`config.mk`:
```
export PLATFORM = sky130hd
export DESIGN_NAME = i2s_dac_player_flat
export DESIGN_NICKNAME = d
export VERILOG_FILES = /design/src/rtl/player_pkg.sv /design/src/rtl/i2s_dac_player_if.sv /design/src/rtl/i2s_serializer.sv /design/src/rtl/i2s_dac_player.sv /design/src/flat_wrapper.sv
export SDC_FILE = /design/constraint.sdc
export NUM_CORES = 1
export LEC_CHECK = 0
export CAP_MARGIN = 20
export CORE_UTILIZATION = 50
export CTS_BUF_LIST = sky130_fd_sc_hd__clkbuf_2
export DETAILED_ROUTE_END_ITERATION = 6
export PLACE_DENSITY = 0.8
export SLEW_MARGIN = 20
export SYNTH_ARGS = -nofsm -noshare
export SYNTH_HDL_FRONTEND = slang
export SYNTH_SLANG_ARGS = --single-unit
export TNS_END_PERCENT = 50
```
`constraint.sdc`:
```
create_clock -name i_clk -period 4.85 [get_ports i_clk]
set_input_delay 0.97 -clock i_clk [delete_from_list [all_inputs] [get_ports i_clk]]
set_output_delay 0.97 -clock i_clk [all_outputs]
set_load 0.02 [all_outputs]
```
`src/rtl/player_pkg.sv`:
```
// Shared types and default parameters for the I2S DAC player.
// Holds the serialiser state encoding and the default sample width and MSB delay.
package player_pkg;

  localparam int unsigned WIDTH_DEF = 16;
  localparam int unsigned DELAY_DEF = 1;

  typedef enum logic [1:0] {
    S_IDLE,
    S_DELAY,
    S_SHIFT,
    S_PAD
  } ser_state_e;

endpackage

```
`src/rtl/i2s_dac_player_if.sv`:
```
// Sample input, codec LR clock and DAC-side outputs of the I2S DAC player.
// The master modport drives the inputs; the player uses the slave modport.
interface i2s_dac_player_if
  import player_pkg::*;
#(
  parameter int unsigned WIDTH = WIDTH_DEF
);

  logic             i_daclrck;
  logic [WIDTH-1:0] i_data;
  logic             i_done;
  logic             o_aud_dacdat;
  logic             o_underrun;
  logic             o_overrun;

  modport master (
    output i_daclrck, i_data, i_done,
    input  o_aud_dacdat, o_underrun, o_overrun
  );

  modport slave (
    input  i_daclrck, i_data, i_done,
    output o_aud_dacdat, o_underrun, o_overrun
  );

endinterface

```
`src/rtl/i2s_serializer.sv`:
```
// MSB-first word serialiser for one LR half-frame.
// It restarts on every frame edge, so a short frame simply truncates the word.
module i2s_serializer
  import player_pkg::*;
#(
  parameter int unsigned WIDTH = WIDTH_DEF,
  parameter int unsigned DELAY = DELAY_DEF
) (
  input  logic             clk,
  input  logic             rst,
  input  logic             frame_edge,
  input  logic [WIDTH-1:0] load_value,
  output logic             dacdat
);

  localparam int unsigned CNT_MAX = (WIDTH > DELAY) ? WIDTH : DELAY;
  localparam int unsigned CNT_W   = $clog2(CNT_MAX + 1);
  localparam logic [CNT_W-1:0] DLY_LAST = CNT_W'((DELAY > 0) ? DELAY - 1 : 0);
  localparam logic [CNT_W-1:0] BIT_LAST = CNT_W'(WIDTH - 1);

  ser_state_e       state_q, state_n;
  logic [CNT_W-1:0] cnt_q, cnt_n;
  logic [WIDTH-1:0] sh_q, sh_n;
  logic             dout_q, dout_n;

  // State and datapath registers
  always_ff @(posedge clk or posedge rst) begin
    if (rst) begin
      state_q <= S_IDLE;
      cnt_q   <= '0;
      sh_q    <= '0;
      dout_q  <= 1'b0;
    end else begin
      state_q <= state_n;
      cnt_q   <= cnt_n;
      sh_q    <= sh_n;
      dout_q  <= dout_n;
    end
  end

  // Next state: any edge restarts the word
  always_comb begin
    state_n = state_q;
    if (frame_edge) begin
      state_n = (DELAY == 0) ? S_SHIFT : S_DELAY;
    end else begin
      case (state_q)
        S_DELAY: if (cnt_q == DLY_LAST) state_n = S_SHIFT;
        S_SHIFT: if (cnt_q == BIT_LAST) state_n = S_PAD;
        default: ;
      endcase
    end
  end

  // Counter, shifter and next output bit; counter tracks the bit currently on the wire
  always_comb begin
    cnt_n  = cnt_q;
    sh_n   = sh_q;
    dout_n = 1'b0;
    if (frame_edge) begin
      cnt_n = '0;
      if (DELAY == 0) begin
        dout_n = load_value[WIDTH-1];
        sh_n   = load_value << 1;
      end else begin
        sh_n = load_value;
      end
    end else begin
      case (state_q)
        S_DELAY: begin
          if (cnt_q == DLY_LAST) begin
            dout_n = sh_q[WIDTH-1];
            sh_n   = sh_q << 1;
            cnt_n  = '0;
          end else begin
            cnt_n = cnt_q + CNT_W'(1);
          end
        end
        S_SHIFT: begin
          if (cnt_q != BIT_LAST) begin
            dout_n = sh_q[WIDTH-1];
            sh_n   = sh_q << 1;
            cnt_n  = cnt_q + CNT_W'(1);
          end
        end
        default: ;
      endcase
    end
  end

  assign dacdat = dout_q;

endmodule

```
`src/rtl/i2s_dac_player.sv`:
```
// I2S DAC player: single-entry sample buffer, LRCK edge detect and flags around the serialiser.
// Build option PLAYER_UNDERRUN_MUTE_EN mutes an underrun frame instead of repeating the last sample.
module i2s_dac_player
  import player_pkg::*;
#(
  parameter int unsigned WIDTH = WIDTH_DEF,
  parameter int unsigned DELAY = DELAY_DEF
) (
  input  logic             i_clk,
  input  logic             i_rst,
  i2s_dac_player_if.slave  bus
);

  logic             lrck_r;
  logic [WIDTH-1:0] buf_r;
  logic             valid_r;
  logic [WIDTH-1:0] play_r;
  logic [WIDTH-1:0] play_next;
  logic             underrun_r;
  logic             overrun_r;
  logic             frame_edge;
  logic             left_edge;

  assign frame_edge = (bus.i_daclrck != lrck_r);
  assign left_edge  = frame_edge & ~bus.i_daclrck;

  // Value play_r takes at this edge; the serialiser loads it directly
  always_comb begin
    play_next = play_r;
    if (left_edge) begin
      if (valid_r) begin
        play_next = buf_r;
      end else begin
`ifdef PLAYER_UNDERRUN_MUTE_EN
        play_next = '0;
`else
        play_next = play_r;
`endif
      end
    end
  end

  // Buffer, playback word, LRCK history and status pulses
  always_ff @(posedge i_clk or posedge i_rst) begin
    if (i_rst) begin
      lrck_r     <= 1'b0;
      buf_r      <= '0;
      valid_r    <= 1'b0;
      play_r     <= '0;
      underrun_r <= 1'b0;
      overrun_r  <= 1'b0;
    end else begin
      lrck_r     <= bus.i_daclrck;
      play_r     <= play_next;
      underrun_r <= left_edge & ~valid_r;
      overrun_r  <= bus.i_done & valid_r & ~left_edge;
      if (bus.i_done) begin
        buf_r   <= bus.i_data;
        valid_r <= 1'b1;
      end else if (left_edge) begin
        valid_r <= 1'b0;
      end
    end
  end

  i2s_serializer #(
    .WIDTH (WIDTH),
    .DELAY (DELAY)
  ) u_ser (
    .clk        (i_clk),
    .rst        (i_rst),
    .frame_edge (frame_edge),
    .load_value (play_next),
    .dacdat     (bus.o_aud_dacdat)
  );

  assign bus.o_underrun = underrun_r;
  assign bus.o_overrun  = overrun_r;

endmodule
```
`src/flat_wrapper.sv`:
```
// flat-port wrapper written by rule: the top's interface ports become plain ports
module i2s_dac_player_flat import player_pkg::*;
#(
  parameter int unsigned WIDTH = WIDTH_DEF,
  parameter int unsigned DELAY = DELAY_DEF
)
  (i_clk, i_rst, bus_i_daclrck, bus_i_data, bus_i_done, bus_o_aud_dacdat, bus_o_underrun, bus_o_overrun);
  i2s_dac_player_if #(.WIDTH(WIDTH)) bus_i ();
  input  logic i_clk;
  input  logic i_rst;
  input wire logic [$bits(bus_i.i_daclrck)-1:0] bus_i_daclrck;
  input wire logic [$bits(bus_i.i_data)-1:0] bus_i_data;
  input wire logic [$bits(bus_i.i_done)-1:0] bus_i_done;
  output wire logic [$bits(bus_i.o_aud_dacdat)-1:0] bus_o_aud_dacdat;
  output wire logic [$bits(bus_i.o_underrun)-1:0] bus_o_underrun;
  output wire logic [$bits(bus_i.o_overrun)-1:0] bus_o_overrun;
  assign bus_i.i_daclrck = bus_i_daclrck;
  assign bus_i.i_data = bus_i_data;
  assign bus_i.i_done = bus_i_done;
  assign bus_o_aud_dacdat = bus_i.o_aud_dacdat;
  assign bus_o_underrun = bus_i.o_underrun;
  assign bus_o_overrun = bus_i.o_overrun;
  i2s_dac_player #(.WIDTH(WIDTH), .DELAY(DELAY)) u_core (.i_clk(i_clk), .i_rst(i_rst), .bus(bus_i));
endmodule
```
==> impl_results.md <==
* Synth Area per Inst at roughly 12 sq um
* Reg clk slew, reported paths at ~0.16 ns
* Worst setup startpoint: bus_i_daclrck
* Slack of the worst reg-to-reg path at around 2.7 ns
* Total congestion overflow at 0
* Placed insts at 296
* Die ar. at roughly 5300 sq um
* Syn nets at ~240
* Post-CTS Hold Fix Bufs at 0
* Finished Cell Area at 2894 sq um
* Share of layout cells above drive strength 1 at roughly 22%
* Setup crit start kind: input port
* Routed wire length at between 4000 and 5000 microns
* Placeable Area at ~4800 sq um
* Pwr Density at approximately 500 nW/um^2
* Max-cap viol count at 0
* WHS Path Cells at 1
* Clk pwr share at between 20% and 30%
* Share of the yosys chip area belonging to registers at between 50 and 60%
* Final ANT Viol Nets at 0
* Grt peak-use layer: met2
* Non-Filler Instances at 312
* Max frequency at 382.6 MHz
* Sink Count at 60
* Placed inst area at 2786 sq um
* Synth unique cells at 28
* Status: finished, final reports clean
* Internal Power at around 0.94 mW
* Ys flop type: dfrtp_1
* #FFs+latches synth at 60
* Post-synth EDFFs at 0
* I/O Buffers at 22
* TritonCTS clock tree: built
* Syn Inst Count at 215
* Switching fraction of total power at a little over a third
* Slew Limit Fails at 0
* Worst min-delay path category: reg -> reg
* CTS buffer count at 9
* Reg2reg end: u_core.u_ser.sh_q[6]
* DRT Pass-1 Iters at 4
* Die height at between 70 and 80 microns
* Gr usage total at 17.99%
* # Post-CTS Setup Buffers at 0
* CTS H-tree lvls at 3
* Gpl congestion at slightly below 0.8
* GRT met1 Usage at 23.41%
* Slew @ Worst Pin at about 0.95 ns
* Vias per std cell at between 5 and 6
* RSZ-0062 raised after global routing: no
* Vias in the first global route at roughly 1600
* First-pass GRT wire length at 7058 microns
* Hold WS at roughly 0.48 ns
* Final setup viols at 0
* Critical Path Sink: u_core.u_ser.cnt_q[2]
* Largest net degree at the start of global routing at 37
* P&R area growth vs syn at 14.62%
* Core Rows at 25
* Clock Skew at roughly 0.015 ns
* Initial antenna violation count at 0
* Crit Path Category: in -> reg
* Initial core utilization at between 50 and 60%
* Post-synth ARST share at between 90% and 100%
* Vias at 1610
* Mapped Area at between 2000 and 3000 sq um
* Fin crit period at 2.614 ns
* Clock Latency Late Sink at between 0.4 and 0.5 ns
* Io pins at 23
* Final worst-path cycle share at 53.90%
* Final core occ at slightly above 60%
* RR Startpoint: u_core.u_ser.cnt_q[0]
* Crit path max fanout at 34
* Worst VDD drop at between 0.2 and 0.3 mV
* Leak at approximately 1.3 nW
* Die width at 73.06 microns
* P_sw at 0.5125 mW
* Dpl hpwl at 2802 microns
* GR Util met3 at 5.249%
* Crit. End Element: register
* Number of diodes at 0
* Worst slew margin at 36.96%
* Iteration-0 DRC Markers at around 120
* Clock Root Buffer: clkbuf_2
* Final Hold Viols at 0
* Routed wire per std cell at approximately 13 microns
* Final nets at around 270
* Logic pwr share at roughly 33%
* CTS max path bufs at 2
* YS warnings at 0
* Seq pwr share at between 40% and 50%
* Routing usage on met2 at 26.75%
* Arr. time, crit path at 2.97 ns
* Worst reg2reg path depth at 7
* Setup_tns at 0 ns
* Post-CTS sizing at 0
* CP Data Required Time at about 5.2 ns
* Drt drc at 0
per-stage QoR:
| stage | worst slack (ns) | total power, mW |
|---|---|---|
| 4_1_cts | 2.262 | 1.468 |
| 2_1_floorplan | 2.395 | 1.089 |
| 3_5_place_dp | 1.783 | 1.174 |
| 5_1_grt | 2.063 | 1.569 |
| 3_3_place_gp | 1.821 | 1.151 |
| 6_report | 2.236 | 1.452 |
critical path, stage by stage:
cell             delay [ns]
clkdlybuf4s50_1        0.48
inv_1                  0.05
ha_1                   0.90
inv_1                  0.29
a311oi_1               0.27
cell usage in the layout, fill, tap and decap left out, types with 2 or more instances in the layout:
cell	instances
clkbuf_2	11
a21o_1	2
a21oi_1	6
a31oi_1	16
nand3_1	3
nand2_1	36
inv_1	8
clkinv_2	3
ha_1	7
mux2_2	32
dfrtp_1	60
clkdlybuf4s50_1	22
nand2b_1	2
nor2_1	20
metal layers:
layer	part of all wire, %	up-vias
met1	47	779
li1	-	790
met4	1.4	0
met5	0	-
met2	48	37
met3	3.7	4
state kept, by name (all words and copies together) (netlist names):
name	flops
u_core.play_r	16
u_core.u_ser.state_q	2
u_core.valid_r	1
u_core.buf_r	16
u_core.u_ser.sh_q	16
u_core.bus.o_overrun	1
u_core.lrck_r	1
u_core.bus.o_underrun	1
u_core.u_ser.dacdat	1
u_core.u_ser.cnt_q	5
logic make-up (layout without fill, tap and decap cells):
| group | count (synthesis) | in the layout | synth area share [%] |
|---|---|---|---|
| muxes | 32 | 32 | 14.27 |
| AOI/OAI and AO/OA | 30 | 30 | 7.879 |
| and+or+nand+nor | 67 | 67 | 11.25 |
| xor gates and xnor gates | 1 | 1 | 0.3469 |
| buffers and inverters | 18 | 48 | 3.320 |
| DFF | 60 | 60 | 59.46 |
| adders and majority gates | 7 | 7 | 3.469 |
power groups by stage:
stage | registers (mW) | logic, mW | clock network, mW
2_1_floorplan | 0.685 | 0.404 | 0
3_5_place_dp | 0.699 | 0.475 | 0
6_report | 0.688 | 0.472 | 0.292
4_1_cts | 0.689 | 0.477 | 0.303
3_3_place_gp | 0.694 | 0.457 | 0
5_1_grt | 0.703 | 0.535 | 0.331
cells in the mapped netlist (2+ instances only):
| master | instances | area share, % |
|---|---|---|
| buf_6 | 2 | 0.89 |
| nand2_1 | 36 | 5.4 |
| nand3_1 | 3 | 0.59 |
| a31oi_1 | 16 | 4.0 |
| a21o_1 | 2 | 0.59 |
| a21oi_1 | 6 | 1.2 |
| ha_1 | 7 | 3.5 |
| nand2b_1 | 2 | 0.50 |
| dfrtp_1 | 60 | 59 |
| inv_1 | 9 | 1.3 |
| mux2_2 | 32 | 14 |
| nor2_1 | 20 | 3.0 |
| clkbuf_1 | 5 | 0.74 |
worst min-delay path by stage:
stage	to	slack [ns]	start
3_3_place_gp	u_core.bus.o_underrun	0.44	u_core.valid_r
5_1_grt	u_core.play_r[14]	0.53	u_core.play_r[14]
6_report	u_core.bus.o_underrun	0.48	u_core.valid_r
3_5_place_dp	u_core.bus.o_underrun	0.46	u_core.valid_r
4_1_cts	u_core.bus.o_underrun	0.48	u_core.valid_r
2_1_floorplan	u_core.bus.o_underrun	0.43	u_core.valid_r
final cells by class:
cell class / instances / area (sq um)
timing repair buffer: 23 / 227.7
inverter: 9 / 33.78
fill: 388 / 1892
clock inverter: 5 / 52.55
sequential: 60 / 1501
multi-input combinational: 137 / 939.7
tap: 67 / 83.83
clock buffer: 11 / 55.05
Note: power is estimated with default switching activity, not from simulation.
